[config.mk]
export PLATFORM = sky130hd
export DESIGN_NAME = excp_irq_arb_flat
export DESIGN_NICKNAME = d
export VERILOG_FILES = /design/src/rtl/excp_irq_arb_if.sv /design/src/rtl/excp_irq_arb.sv /design/src/flat_wrapper.sv
export SDC_FILE = /design/constraint.sdc
export NUM_CORES = 1
export LEC_CHECK = 0
export ABC_AREA = 0
export BUFFER_PORTS_ARGS = -buffer_cell sky130_fd_sc_hd__buf_2
export CORE_UTILIZATION = 42
export CTS_BUF_LIST = sky130_fd_sc_hd__clkbuf_16
export DETAILED_ROUTE_END_ITERATION = 8
export GPL_TIMING_DRIVEN = 0
export MAX_ROUTING_LAYER = met4
export PLACE_DENSITY = 0.78
export SETUP_SLACK_MARGIN = 0.2
export SKIP_LAST_GASP = 1
export SYNTH_ARGS = -nofsm -noshare
export SYNTH_HDL_FRONTEND = slang
export SYNTH_SLANG_ARGS = --single-unit
export TNS_END_PERCENT = 50
[constraint.sdc]
create_clock -name clk -period 10.52 [get_ports clk]
set_input_delay 0 -clock clk [delete_from_list [all_inputs] [get_ports clk]]
set_output_delay 0 -clock clk [all_outputs]
set_load 0.01 [all_outputs]
[src/rtl/excp_irq_arb_if.sv]
// excp_irq_arb_if: trap request/accept handshake between the irq arbiter and the exu commit stage
interface excp_irq_arb_if #(
    parameter int NUM_IRQ = 8,
    parameter int XLEN    = 32,
    parameter int PC_SIZE = 32
);
    logic                       irq_req_o;
    logic [$clog2(NUM_IRQ)-1:0] irq_id_o;
    logic [XLEN-1:0]            irq_cause_o;
    logic [PC_SIZE-1:0]         irq_flush_addr_o;
    logic                       irq_taken_o;
    logic                       cmt_vld_i;
    logic                       mret_i;
    modport master (
        output irq_req_o, irq_id_o, irq_cause_o, irq_flush_addr_o, irq_taken_o,
        input  cmt_vld_i, mret_i
    );
    modport slave (
        input  irq_req_o, irq_id_o, irq_cause_o, irq_flush_addr_o, irq_taken_o,
        output cmt_vld_i, mret_i
    );
endinterface

[src/rtl/excp_irq_arb.sv]
// excp_irq_arb: N-channel priority irq arbiter with in-service tracking and WFI sleep/wake sequencing
// Define EXCP_IRQ_NESTING_EN for a 4-deep in-service priority stack allowing preemption.
module excp_irq_arb #(
    parameter int NUM_IRQ    = 8,
    parameter int PRIO_W     = 3,
    parameter int XLEN       = 32,
    parameter int PC_SIZE    = 32,
    parameter int CAUSE_BASE = 16
) (
    input  logic                      clk,
    input  logic                      rst,
    input  logic [NUM_IRQ-1:0]        irq_i,
    input  logic [NUM_IRQ-1:0]        irq_en_i,
    input  logic [NUM_IRQ*PRIO_W-1:0] irq_prio_i,
    input  logic                      status_mie_r,
    input  logic                      dbg_mode,
    input  logic [XLEN-1:0]           csr_mtvec_r,
    input  logic                      alu_wfi_i,
    input  logic                      wfi_halt_ack,
    output logic                      wfi_flag_r,
    output logic                      core_wfi,
    excp_irq_arb_if.master            bus
);
    localparam int ID_W = $clog2(NUM_IRQ);

    typedef enum logic [1:0] {ST_RUN, ST_WAIT, ST_SLEEP} wfi_st_e;

    wfi_st_e            st, st_nxt;
    logic [NUM_IRQ-1:0] eligible;
    logic               win_vld;
    logic [ID_W-1:0]    win_id;
    logic [PRIO_W-1:0]  win_prio;
    logic [XLEN-2:0]    cause_code;
    logic [PC_SIZE-1:0] base, flush;
    logic               taken, insvc_ok, req_d;

    assign eligible = irq_i & irq_en_i;

    // Descending scan with >= lets the lowest index win priority ties
    always_comb begin
        win_vld = 1'b0;
        win_id = '0;
        win_prio = '0;
        for (int k = NUM_IRQ - 1; k >= 0; k--)
            if (eligible[k] && (!win_vld || irq_prio_i[k*PRIO_W +: PRIO_W] >= win_prio)) begin
                win_vld = 1'b1;
                win_id = ID_W'(k);
                win_prio = irq_prio_i[k*PRIO_W +: PRIO_W];
            end
    end

    assign cause_code = (XLEN-1)'(CAUSE_BASE) + (XLEN-1)'(win_id);
    assign base       = {csr_mtvec_r[PC_SIZE-1:2], 2'b00};
    assign flush      = csr_mtvec_r[1:0] == 2'b01 ? base + (PC_SIZE'(cause_code) << 2) : base;
    assign taken      = bus.irq_req_o & bus.cmt_vld_i;
    assign bus.irq_taken_o = taken;

`ifdef EXCP_IRQ_NESTING_EN
    logic [2:0]        depth, depth_nxt;
    logic [PRIO_W-1:0] stk [4];
    logic [PRIO_W-1:0] req_prio, top_nxt;
    logic              push;
    assign push = taken && depth != 3'd4;
    // Gate on the post-edge stack so a take or mret this cycle is reflected immediately
    always_comb begin
        depth_nxt = push ? depth + 3'd1 : (bus.mret_i && !taken && depth != 3'd0) ? depth - 3'd1 : depth;
        top_nxt = push ? req_prio : stk[2'(depth_nxt - 3'd1)];
        insvc_ok = depth_nxt == 3'd0 || (depth_nxt != 3'd4 && win_prio > top_nxt);
    end
    always_ff @(posedge clk) begin
        if (rst) begin
            depth <= '0;
            req_prio <= '0;
        end else begin
            depth <= depth_nxt;
            req_prio <= win_prio;
            if (push) stk[depth[1:0]] <= req_prio;
        end
    end
`else
    logic busy, busy_nxt;
    assign busy_nxt = taken | (busy & ~bus.mret_i);
    assign insvc_ok = ~busy_nxt;
    always_ff @(posedge clk) busy <= rst ? 1'b0 : busy_nxt;
`endif

    assign req_d = win_vld & status_mie_r & ~dbg_mode & ~wfi_flag_r & insvc_ok;

    always_ff @(posedge clk) begin
        if (rst) begin
            bus.irq_req_o <= 1'b0;
            bus.irq_id_o <= '0;
            bus.irq_cause_o <= '0;
            bus.irq_flush_addr_o <= '0;
        end else begin
            bus.irq_req_o <= req_d;
            bus.irq_id_o <= req_d ? win_id : '0;
            bus.irq_cause_o <= req_d ? {1'b1, cause_code} : '0;
            bus.irq_flush_addr_o <= req_d ? flush : '0;
        end
    end

    always_ff @(posedge clk) st <= rst ? ST_RUN : st_nxt;

    // Wake ignores mie and in-service state, and beats a same-cycle halt ack
    always_comb begin
        st_nxt = st != ST_RUN && |eligible ? ST_RUN :
                 st == ST_RUN && alu_wfi_i && !dbg_mode ? ST_WAIT :
                 st == ST_WAIT && wfi_halt_ack ? ST_SLEEP : st;
        wfi_flag_r = st != ST_RUN;
        core_wfi = st == ST_SLEEP;
    end
endmodule

[src/flat_wrapper.sv]
// flat-port wrapper written by rule: the top's interface ports become plain ports
module excp_irq_arb_flat 
#(
    parameter int NUM_IRQ    = 8,
    parameter int PRIO_W     = 3,
    parameter int XLEN       = 32,
    parameter int PC_SIZE    = 32,
    parameter int CAUSE_BASE = 16
)
  (clk, rst, irq_i, irq_en_i, irq_prio_i, status_mie_r, dbg_mode, csr_mtvec_r, alu_wfi_i, wfi_halt_ack, wfi_flag_r, core_wfi, bus_irq_req_o, bus_irq_id_o, bus_irq_cause_o, bus_irq_flush_addr_o, bus_irq_taken_o, bus_cmt_vld_i, bus_mret_i);
  excp_irq_arb_if #(.NUM_IRQ(NUM_IRQ), .XLEN(XLEN), .PC_SIZE(PC_SIZE)) bus_i ();
  input  logic clk;
  input  logic rst;
  input  logic [NUM_IRQ-1:0] irq_i;
  input  logic [NUM_IRQ-1:0] irq_en_i;
  input  logic [NUM_IRQ*PRIO_W-1:0] irq_prio_i;
  input  logic status_mie_r;
  input  logic dbg_mode;
  input  logic [XLEN-1:0] csr_mtvec_r;
  input  logic alu_wfi_i;
  input  logic wfi_halt_ack;
  output logic wfi_flag_r;
  output logic core_wfi;
  output wire logic [$bits(bus_i.irq_req_o)-1:0] bus_irq_req_o;
  output wire logic [$bits(bus_i.irq_id_o)-1:0] bus_irq_id_o;
  output wire logic [$bits(bus_i.irq_cause_o)-1:0] bus_irq_cause_o;
  output wire logic [$bits(bus_i.irq_flush_addr_o)-1:0] bus_irq_flush_addr_o;
  output wire logic [$bits(bus_i.irq_taken_o)-1:0] bus_irq_taken_o;
  input wire logic [$bits(bus_i.cmt_vld_i)-1:0] bus_cmt_vld_i;
  input wire logic [$bits(bus_i.mret_i)-1:0] bus_mret_i;
  assign bus_irq_req_o = bus_i.irq_req_o;
  assign bus_irq_id_o = bus_i.irq_id_o;
  assign bus_irq_cause_o = bus_i.irq_cause_o;
  assign bus_irq_flush_addr_o = bus_i.irq_flush_addr_o;
  assign bus_irq_taken_o = bus_i.irq_taken_o;
  assign bus_i.cmt_vld_i = bus_cmt_vld_i;
  assign bus_i.mret_i = bus_mret_i;
  excp_irq_arb #(.NUM_IRQ(NUM_IRQ), .PRIO_W(PRIO_W), .XLEN(XLEN), .PC_SIZE(PC_SIZE), .CAUSE_BASE(CAUSE_BASE)) u_core (.clk(clk), .rst(rst), .irq_i(irq_i), .irq_en_i(irq_en_i), .irq_prio_i(irq_prio_i), .status_mie_r(status_mie_r), .dbg_mode(dbg_mode), .csr_mtvec_r(csr_mtvec_r), .alu_wfi_i(alu_wfi_i), .wfi_halt_ack(wfi_halt_ack), .wfi_flag_r(wfi_flag_r), .core_wfi(core_wfi), .bus(bus_i));
endmodule
# --- Word level (Yosys, flattened, before mapping) ---
# Cells that the tools add are included.
totals:
  register_bits: 71
  latch_bits: 0
  ramBits: 0
  mem_bits_ro: 0
  inputBits: 80
  out_inout_bits: 71
  elab_cells: 96
  n_memories: 0
op_classes:
  n_addsub: 2
  n_mul: 0
  div: 0
  magnitude_cmp: 7
  n_eq_ne: 3
  shift: 0
  mux: 27
  bitwise: 14
  reduce_logical: 34
op_table:
  columns: ["cell", "count"]
  rows:
  - ["two-way mux 32 bit", 2]
  - ["two-way mux 3 bit", 15]
  - ["adder 32 bit", 1]
  - [">= comparator 3 bit", 7]
  - ["logical AND 1 bit", 11]
  - ["two-way mux 1 bit", 10]
  - ["bitwise AND 8 bit", 1]
  - ["zero test 1 bit", 8]
  - ["OR reduction 8 bit", 1]
  - ["logical OR 1 bit", 7]
  - ["adder 5 x 3 -> 6 bit (first input constant)", 1]
  - ["bitwise AND 1 bit", 6]
  - ["NOT 1 bit", 6]
  - ["OR reduction 3 bit", 2]
  - ["equality test 2 x 1 -> 1 bit (second input constant)", 2]
  - ["nonzero test 2 bit", 2]
  - ["OR reduction 2 bit", 2]
  - ["equality test 2 bit (second input constant)", 1]
  - ["zero test 2 bit", 1]
  - ["bitwise OR 1 bit", 1]

# --- Longest topological paths before layout ---
# Gate-level depths: netlist (run 1).
depth:
  word_depth: 36
  depth_mapped: 54
  depth_no_buf: 52

# --- Least setup slack after synthesis (run 1) ---
# OpenSTA, ideal clock, no wires.
synth_timing:
  path_kind: "input port to flip-flop"
  start: "input port irq_i[7]"
  end: "register u_core.bus.irq_flush_addr_o[27]"
  setup_ps: 117
  t_arrival_ps: 9711
  t_required_ps: 10403
  setup_slack_ps: 692
  cell_stages: 51
  n_path_buf: 2
  path_cell_list: "and3_1 -> ha_1 -> nand2b_1 -> a2111oi_2 -> o21ai_0 -> and2_1 -> ha_1 -> nand2_1 -> o221a_1 -> or2_2 -> a31o_2 -> inv_1 -> ha_1 -> nand2b_1 -> a21oi_1 -> o21ai_0 -> clkbuf_1 -> nand2_1 -> [15 not listed] -> o21ai_0 -> o211ai_1 -> nand2_1 -> o21a_1 -> ha_1 -> nand2b_1 -> a21oi_1 -> nor2b_1 -> o311a_1 -> nor2_1 -> ha_1 -> a21o_1 -> a21o_1 -> a21oi_1 -> clkbuf_1 -> nor4_1 -> xnor2_1 -> nor2_1"
synth_between:
  elab_cells_between_ends: 61
  classes_between: "add/sub (2); order compare (7); mux (24); bitwise (6); reduce/logical (22)"
synth_lines:
  columns: ["item", "line_no", "text"]
  rows:
  - ["start: declaration", "flat_wrapper.sv:14", "input logic [NUM_IRQ-1:0] irq_i;"]
  - ["bitwise AND 8 bit (*)", "excp_irq_arb.sv:37", "assign eligible = irq_i & irq_en_i;"]
  - ["two-way mux 3 bit or two-way mux 1 bit (tied branches)", "excp_irq_arb.sv:45", "if (eligible[k] && (!win_vld || irq_prio_i[k*PRIO_W +: PRIO_W] >= win_prio)) begin"]
  - [">= comparator 3 bit or zero test 1 bit (tied branches)", "excp_irq_arb.sv:45", null]
  - ["logical OR 1 bit", "excp_irq_arb.sv:45", null]
  - ["logical AND 1 bit", "excp_irq_arb.sv:45", null]
  - ["two-way mux 3 bit or two-way mux 1 bit (tied branches)", "excp_irq_arb.sv:45", null]
  - [">= comparator 3 bit or zero test 1 bit (tied branches)", "excp_irq_arb.sv:45", null]
  - ["logical OR 1 bit", "excp_irq_arb.sv:45", null]
  - ["[18 not listed]", null, null]
  - [">= comparator 3 bit or zero test 1 bit (tied branches)", "excp_irq_arb.sv:45", null]
  - ["logical OR 1 bit", "excp_irq_arb.sv:45", null]
  - ["logical AND 1 bit", "excp_irq_arb.sv:45", null]
  - ["two-way mux 3 bit (*)", "excp_irq_arb.sv:45", null]
  - ["adder 5 x 3 -> 6 bit (*)", "excp_irq_arb.sv:52", "assign cause_code = (XLEN-1)'(CAUSE_BASE) + (XLEN-1)'(win_id);"]
  - ["net u_core.cause_code[1]", "excp_irq_arb.sv:33", "logic [XLEN-2:0] cause_code;"]
  - ["adder 32 bit (*)", "excp_irq_arb.sv:54", "assign flush = csr_mtvec_r[1:0] == 2'b01 ? base + (PC_SIZE'(cause_code) << 2) : base;"]
  - ["two-way mux 32 bit (*)", "excp_irq_arb.sv:54", null]
  - ["end signal: assignment", "excp_irq_arb.sv:99", "bus.irq_flush_addr_o <= req_d ? flush : '0;"]
  - ["end: declaration", "excp_irq_arb_if.sv:15", "output irq_req_o, irq_id_o, irq_cause_o, irq_flush_addr_o, irq_taken_o,"]
# The timed path passes the listed nets; every way through them passes the cells marked *.
# A chain may end at the register's enable or synchronous reset.

# --- Worst setup path in the final report (run 1) ---
layout_timing:
  start: "input port irq_i[7]"
  end: "register u_core.bus.irq_flush_addr_o[22]"
# The elaborated chain is that of the path after synthesis.

==> results.txt, run 1 <==
----------------------------------------------------
[Timing]
  Maximum clock frequency ... 102 MHz
  Worst clock skew on the final layout ... 5.67 ps
  Final hold violation count ... 0
  Post-Route Setup TNS ... 0 ps
  Final Slew Violations ... 0
  Total of endpoints with negative setup slack in the final report ... 0
  Share of the clock period used by the worst path ... 93.5%
  Worst hold slack ... 3.45 ps
  Time the final worst path needs with I/O delays and setup ... 9840 ps
  Least-Margin Pin Slew ... 534 ps
  Setup repair after global routing missed its margin ... no
  Relative max-transition margin ... 64.4%

[Setup path]
  Cell family contributing the most delay on the critical path ... compound AO/OA/AOI/OAI gates
  Maximum single-stage delay on the critical path ... 420 ps
  Data arrival time at the worst-slack endpoint ... 10,000 ps
  Required time at the endpoint of the critical path ... 10,680 ps
  Type of element capturing the critical path ... flip-flop
  Worst path bufs/invs ... 7
  Highest-delay cell along the critical path ... sky130_fd_sc_hd__o311a_1
  FF-to-FF setup slack ... 8670 ps
  Type of origin of the critical path ... input port
  Top cell by count, worst path ... sky130_fd_sc_hd__ha_1
  Critical Setup Path Class ... in2reg
  Max FO, Critical Path ... 8

[Global routing]
  Aggregate global-route resource usage ... 20.3%
  Number of antenna violations at the first check in global routing ... 0
  Pin count of the biggest net entering global routing ... 12
  Gr ovfl total ... 0
  First-pass GRT wire length ... 11,800 µm
  Via count of the first global-routing pass ... 2,813

[Power]
  Largest voltage drop on the vdd net ... 0.0000698 V
  Switch Pwr ... 139 µW
  Part of the total power dissipated in the clock network ... 33.5%
  P_int ... 341 µW
  Logic pwr share ... 35.3%
  Share of total power in sequential cells ... 31.2%
  Leakage power ... 0.00211 µW
  Power density normalized to cell area ... 113 nW/µm²
  Share of total power consumed by net switching ... 29.0%

[Placement]
  Port buffer count ... 121
  Sum of net half-perimeters after detailed placement ... 6090 µm
  Placer's final routability congestion estimate ... 0.937

[Synth]
  Combinational family with the most area after synthesis ... simple AND/OR/NAND/NOR gates
  Asr flop ratio synth ... 0%
  Synthesized-area fraction occupied by ao, oa, aoi and oai cells ... 15.8%
  Synthesized area ... 2960 µm²
  Leading register cell type out of synthesis ... sky130_fd_sc_hd__dfxtp_1
  Synth Area in Simple Gates ... 26.7%
  Xor and xnor fraction of the mapped netlist area ... 7.98%
  Mux cell area share after synthesis ... 1.18%
  Count of flip-flops with a built-in enable after synthesis ... 0
  Mean instance size in the synthesized netlist ... 8.00 µm²
  Count of state elements after synthesis ... 38
  Netlist cell types ... 55
  Cells after synthesis ... 370
  Share of the yosys chip area belonging to registers ... 25.7%
  Post-synthesis adder-cell area fraction ... 10.8%
  Yosys synthesis warning count ... 0

[Cells and area]
  Share of cells above drive strength 1 ... 38.8%
  Syn-to-layout area delta ... 43.7%
  Antenna diodes ... 0
  Net count of the finished layout ... 652

[Detailed routing]
  Post-route ant nets ... 0
  DRC viols ... 0
  Ratio of routed vias to standard cells ... 4.92
  Initial drt markers ... 133
  Routed length per instance ... 11.9 µm
  Final WL ... 7650 µm
  Detailed-router iteration count before antenna repair ... 4
  Number of vias after detailed routing ... 3,162

[Status]
  Result of the run ... complete, no violations

[CTS]
  CTS tree ... built
  Clock insertion delay at the later pin of the skew report ... 280 ps
  Clock-pin slew on the worst setup and hold paths ... 60 ps
  H-tree lvl count ... 2
  TritonCTS buffer count ... 5
  CTS sink count ... 38
  Clock root buffer ... sky130_fd_sc_hd__clkbuf_16
  CTS Buffer Depth ... 2

[Floorplan]
  Width of the die ... 86.0 µm
  Top-level I/O count ... 151
  Core Rows ... 30
  DIE AREA ... 7390 µm²
  Placeable Area ... 6790 µm²
  DIE HEIGHT ... 86.0 µm
  Initial cell density of the core ... 43.6%

[Run]
  Max-cap viol count ... 0

[Min path]
  Hold/Removal Path Class ... in2reg

----------------------------------------------------
[tightest hold or removal path, stage by stage]
cell and delay, ps:
sky130_fd_sc_hd__buf_2 110, sky130_fd_sc_hd__xnor2_1 70, sky130_fd_sc_hd__nor2_1 70
[through the flow]
| step | util [%] | cells | total power, µW | worst slack (ps) | area (µm²) |
|---|---|---|---|---|---|
| 2_1_floorplan | - | 398 | 252 | 692 | 3070 |
| 3_3_place_gp | 55.8 | 615 | 292 | -780 | 3790 |
| 3_5_place_dp | 55.8 | 615 | 297 | -948 | 3790 |
| 4_1_cts | 60.5 | 635 | 468 | 243 | 4110 |
| 5_1_grt | 62.7 | 643 | 507 | 161 | 4260 |
| 6_report | 62.7 | 643 | 480 | 681 | 4260 |
[cells in the mapped netlist, types with 3 or more instances]
cell type	count	area share, %
sky130_fd_sc_hd__a21o_1	7	1.8
sky130_fd_sc_hd__a21oi_1	16	2.7
sky130_fd_sc_hd__a31o_2	3	0.89
sky130_fd_sc_hd__and2_1	8	1.7
sky130_fd_sc_hd__and3_1	6	1.3
sky130_fd_sc_hd__and4_1	3	0.89
sky130_fd_sc_hd__buf_2	4	0.68
sky130_fd_sc_hd__buf_4	33	8.4
sky130_fd_sc_hd__clkbuf_1	3	0.38
sky130_fd_sc_hd__dfxtp_1	38	26
sky130_fd_sc_hd__ha_1	24	10
sky130_fd_sc_hd__inv_1	15	1.9
sky130_fd_sc_hd__nand2_1	38	4.8
sky130_fd_sc_hd__nand2b_1	7	1.5
sky130_fd_sc_hd__nand3_1	10	1.7
sky130_fd_sc_hd__nand4_1	3	0.63
sky130_fd_sc_hd__nor2_1	43	5.4
sky130_fd_sc_hd__nor2b_1	8	1.7
sky130_fd_sc_hd__nor3_1	11	1.9
sky130_fd_sc_hd__nor3b_1	3	0.76
sky130_fd_sc_hd__nor4_1	6	1.3
sky130_fd_sc_hd__nor4b_1	3	0.89
sky130_fd_sc_hd__o211ai_1	3	0.76
sky130_fd_sc_hd__o21ai_0	10	1.7
sky130_fd_sc_hd__o22a_1	3	0.89
sky130_fd_sc_hd__xnor2_1	24	7.1
sky130_fd_sc_hd__xor2_1	3	0.89
[state kept, by name, indices dropped and copies added (netlist names)]
signal and count:
u_core.bus.irq_flush_addr_o 30, u_core.bus.irq_id_o 2, u_core.st 2, u_core.bus.irq_cause_o 3, u_core.busy 1
[placed cells by master, fill, tap and decap left out, types with 4 or more instances in the layout]
| cell | n |
|---|---|
| sky130_fd_sc_hd__and3_1 | 6 |
| sky130_fd_sc_hd__nand2b_1 | 6 |
| sky130_fd_sc_hd__and2_1 | 8 |
| sky130_fd_sc_hd__dlygate4sd3_1 | 7 |
| sky130_fd_sc_hd__buf_4 | 48 |
| sky130_fd_sc_hd__clkbuf_16 | 5 |
| sky130_fd_sc_hd__nor2b_1 | 7 |
| sky130_fd_sc_hd__a21o_1 | 7 |
| sky130_fd_sc_hd__nor3_1 | 10 |
| sky130_fd_sc_hd__inv_1 | 15 |
| sky130_fd_sc_hd__dfxtp_1 | 38 |
| sky130_fd_sc_hd__o21ai_1 | 4 |
| sky130_fd_sc_hd__o21ai_0 | 6 |
| sky130_fd_sc_hd__nor2_1 | 41 |
| sky130_fd_sc_hd__nand3_1 | 10 |
| sky130_fd_sc_hd__conb_1 | 29 |
| sky130_fd_sc_hd__nand2_1 | 36 |
| sky130_fd_sc_hd__buf_2 | 125 |
| sky130_fd_sc_hd__xnor2_1 | 24 |
| sky130_fd_sc_hd__ha_1 | 22 |
| sky130_fd_sc_hd__a21oi_1 | 14 |
[metal layers]
layer	vias up	routed length, µm	GRT usage (%)
met5	-	0	-
met4	0	179	7.42
met3	22	450	3.18
met2	125	3760	34.8
met1	1428	3260	23.9
li1	1587	-	-
[timing repair]
item / CTS / global route
resized for setup: 8 / 28
hold endpoints to repair: 8 / 0
hold buffers: 7 / 0
buffers inserted: 6 / 8
pin swaps: 3 / 15
setup endpoints to repair: 27 / 28
[cells by family after synthesis]
kind of cell / after synthesis
flip-flops: 38
multiplexers: 3
adder cells (fa/ha/maj): 25
buffers and inverters: 56
AO/OA/AOI/OAI: 64
other: 1
AND/OR/NAND/NOR: 156
XOR/XNOR: 27
[power groups by stage]
| stage | clock [µW] | sequential [µW] | combinational, µW |
|---|---|---|---|
| 3_5_place_dp | 0 | 153 | 144 |
| 4_1_cts | 163 | 150 | 155 |
| 3_3_place_gp | 0 | 153 | 140 |
| 2_1_floorplan | 0 | 155 | 97.3 |
| 6_report | 161 | 150 | 170 |
| 5_1_grt | 168 | 150 | 188 |
[final timing paths]
path                             startpoint                                         end  cells past startpoint
setup / recovery                   irq_i[7]  u_core.bus.irq_flush_addr_o[22]$_SDFF_PP0_                     56
hold / removal              csr_mtvec_r[26]  u_core.bus.irq_flush_addr_o[26]$_SDFF_PP0_                      3
setup reg to reg  u_core.st[1]$_SDFFE_PP0P_        u_core.bus.irq_cause_o[2]$_SDFF_PP0_                      7
hold reg to reg      u_core.busy$_SDFF_PP0_                      u_core.busy$_SDFF_PP0_                      2
[final cells by class]
cell class / instances / area, µm²
multi-input cells: 304 / 2080
clock inverters: 2 / 33.8
plain buffers: 41 / 302
flip-flops and latches: 38 / 761
inverters: 15 / 56.3
fillers: 600 / 2540
clock buffers: 5 / 125
repair buffers: 142 / 781
well taps: 96 / 120
(Power assumes the default switching activity.)
==> run 2: changes to the inputs <==
ABC_CLOCK_PERIOD_IN_PS = 10520   (was default)
CORE_MARGIN = 2   (was default)
==> run 2 against run 1 <==
Design area shrank 0.41%. Combinational power about the same. Final cell count decreased by 0.31%. Largest cell class unchanged. Core utilization down 0.26 points. Register-to-register slack better by 20 ps. Critical path depth is 1 lower. Clock power barely moved. Count of clock-buffer cells in the layout is the same. Power increased by 0.76%. Worst setup slack better by 92 ps. Routed wire length rose by 2.5%. First-iteration DRC count increased by 29%.
==> results.txt, run 2 (synthesis results as in run 1) <==
----------------------------------------------------
[Status]
  Result of the run ... complete, no violations

[Cells and area]
  Syn-to-layout area delta ... 43.1%
  Flip-flop count of the largest register after layout ... 30
  Net count of the finished layout ... 649
  Highest-count cells in the layout ignoring fill and taps ... sky130_fd_sc_hd__buf_2 (124), sky130_fd_sc_hd__buf_4 (48), sky130_fd_sc_hd__nor2_1 (41), sky130_fd_sc_hd__dfxtp_1 (38), sky130_fd_sc_hd__nand2_1 (36)
  Share of cells above drive strength 1 ... 38.8%
  Layout filler cell count ... 585
  Register with the most flip-flops ... u_core.bus.irq_flush_addr_o
  Largest registers in the final layout ... u_core.bus.irq_flush_addr_o (30), u_core.bus.irq_cause_o (3)
  Commonest non-fill, non-tap cell in the layout ... sky130_fd_sc_hd__buf_2

[CTS]
  CTS sink count ... 38
  CTS tree ... built
  Clock insertion delay at the later pin of the skew report ... 280 ps
  TritonCTS buffer count ... 5
  H-tree lvl count ... 2
  CTS Buffer Depth ... 2
  Clock-pin slew on the worst setup and hold paths ... 60 ps
  Clock root buffer ... sky130_fd_sc_hd__clkbuf_16

[Global routing]
  Met2 track demand over resource ... 34.4%
  Global-route met3 utilization ... 3.39%
  Pin count of the biggest net entering global routing ... 12
  Most crowded layer after global routing ... met2
  Via count of the first global-routing pass ... 2,734
  Gr ovfl total ... 0
  Met1 demand-to-capacity share in global routing ... 20.9%
  Number of antenna violations at the first check in global routing ... 0
  First-pass GRT wire length ... 11,400 µm
  Aggregate global-route resource usage ... 18.8%

[Run]
  Max-cap viol count ... 0

[Floorplan]
  Core Rows ... 30
  Placeable Area ... 6790 µm²
  Width of the die ... 88.0 µm
  Top-level I/O count ... 151
  Initial cell density of the core ... 43.6%
  DIE AREA ... 7740 µm²
  DIE HEIGHT ... 88.0 µm

[Setup path]
  Top cell by count, worst path ... sky130_fd_sc_hd__ha_1
  Data arrival time at the worst-slack endpoint ... 9910 ps
  Highest-delay cell along the critical path ... sky130_fd_sc_hd__o311a_1
  Critical Setup Path Class ... in2reg
  RR Endpoint ... u_core.bus.irq_cause_o[2]$_SDFF_PP0_
  Worst path bufs/invs ... 7
  FF-to-FF setup slack ... 8690 ps
  Max FO, Critical Path ... 10
  R2R depth ... 7
  Maximum single-stage delay on the critical path ... 420 ps
  Required time at the endpoint of the critical path ... 10,680 ps
  Type of element capturing the critical path ... flip-flop
  Cell family contributing the most delay on the critical path ... compound AO/OA/AOI/OAI gates
  Type of origin of the critical path ... input port
  Worst reg2reg startpoint ... u_core.st[1]$_SDFFE_PP0P_

[Timing]
  Setup repair after global routing missed its margin ... no
  Share of the clock period used by the worst path ... 92.6%
  Final hold violation count ... 0
  Post-layout worst setup margin ... 773 ps
  Final Slew Violations ... 0
  Total of endpoints with negative setup slack in the final report ... 0
  Time the final worst path needs with I/O delays and setup ... 9750 ps
  Least-Margin Pin Slew ... 535 ps
  Relative max-transition margin ... 64.0%
  Maximum clock frequency ... 103 MHz
  Worst clock skew on the final layout ... 6.00 ps

[Placement]
  Placer's final routability congestion estimate ... 0.936
  Sum of net half-perimeters after detailed placement ... 6280 µm
  Port buffer count ... 121
  Placement Setup Slack ... -888 ps

[Detailed routing]
  Number of vias after detailed routing ... 3,105
  Initial drt markers ... 171
  Detailed-router iteration count before antenna repair ... 4
  DRC viols ... 0
  Ratio of routed vias to standard cells ... 4.84
  Routed length per instance ... 12.2 µm
  Final WL ... 7840 µm
  Post-route ant nets ... 0

[Min path]
  End point of the most critical hold path ... u_core.bus.irq_flush_addr_o[31]$_SDFF_PP0_
  Number of cells on the worst hold path ... 3
  Hold/Removal Path Class ... in2reg
  Hold_sp ... csr_mtvec_r[31]

[Power]
  Sum of internal, switching and leakage power ... 484 µW
  Leakage power ... 0.00211 µW
  Largest voltage drop on the vdd net ... 0.0000777 V
  Power density normalized to cell area ... 114 nW/µm²

----------------------------------------------------
==> run 2: cell count changes in the layout (fill, tap and decap cells not counted), moves of 2 or more <==
cell / previous run / this run
sky130_fd_sc_hd__dlygate4sd3_1: 7 / 5
sky130_fd_sc_hd__nand2b_4: 0 / 2
sky130_fd_sc_hd__nor4_1: 3 / 5
sky130_fd_sc_hd__nor4_2: 3 / 1
==> run 2: metal layers <==
layer | share of wire [%] | vias to the layer above
met3 | 6.5 | 7
met5 | 0 | -
li1 | - | 1581
met1 | 42 | 1403
met4 | 1.3 | 0
met2 | 50 | 114
==> run 2: worst max-delay path by stage <==
stage | start | to | cells after the start
floorplan | irq_i[7] | u_core.bus.irq_flush_addr_o[27]$_SDFF_PP0_ | 51
global placement | irq_i[7] | u_core.bus.irq_flush_addr_o[29]$_SDFF_PP0_ | 51
detailed placement | irq_i[7] | u_core.bus.irq_flush_addr_o[29]$_SDFF_PP0_ | 52
CTS | irq_i[7] | u_core.bus.irq_flush_addr_o[22]$_SDFF_PP0_ | 52
global route | irq_i[7] | u_core.bus.irq_flush_addr_o[22]$_SDFF_PP0_ | 56
finish | irq_i[7] | u_core.bus.irq_flush_addr_o[22]$_SDFF_PP0_ | 55
==> run 2: cell type report <==
class | count | area [µm²] | area share [%]
diodes | 1 | 2.50 | 0.0590
clock inverters | 2 | 33.8 | 0.797
multi-input cells | 304 | 2080 | 49.1
flip-flops and latches | 38 | 761 | 17.9
inverters | 15 | 56.3 | 1.33
plain buffers | 41 | 308 | 7.26
repair buffers | 139 | 753 | 17.8
well taps | 96 | 120 | 2.83
clock buffers | 5 | 125 | 2.95
==> run 2: what timing repair did <==
action | CTS | global route
endpoints found under the hold margin | 6 | 0
pin swaps | 2 | 15
hold buffers | 5 | 0
endpoints found under the setup margin | 26 | 29
resized for setup | 11 | 24
buffers inserted | 4 | 9
==> run 2: per-stage QoR <==
stage / cells / hold slack, ps / instance area [µm²] / util (%) / TNS, ps
after floorplan: 398 / 72.4 / 3070 / - / 0
after detailed placement: 615 / 216 / 3790 / 55.8 / -16440
after global placement: 615 / 207 / 3790 / 55.8 / -13420
final: 641 / 6.82 / 4240 / 62.4 / 0
after global routing: 640 / 23.0 / 4240 / 62.4 / 0
after CTS: 631 / 3.55 / 4080 / 60.0 / 0
==> run 2: worst min-delay path: cells and delay by family <==
kind / cells / cell delay [ps]
buffers and inverters: 1 / 90
AND/OR/NAND/NOR: 1 / 90
XOR/XNOR: 1 / 70
==> run 2: report_power, final <==
group	leakage (µW)	switching, µW	internal [µW]
Sequential	0.000308	1.37	148
Combinational	0.00172	87.3	84.9
Clock	0.0000773	52.4	109
Total	0.00211	141	343
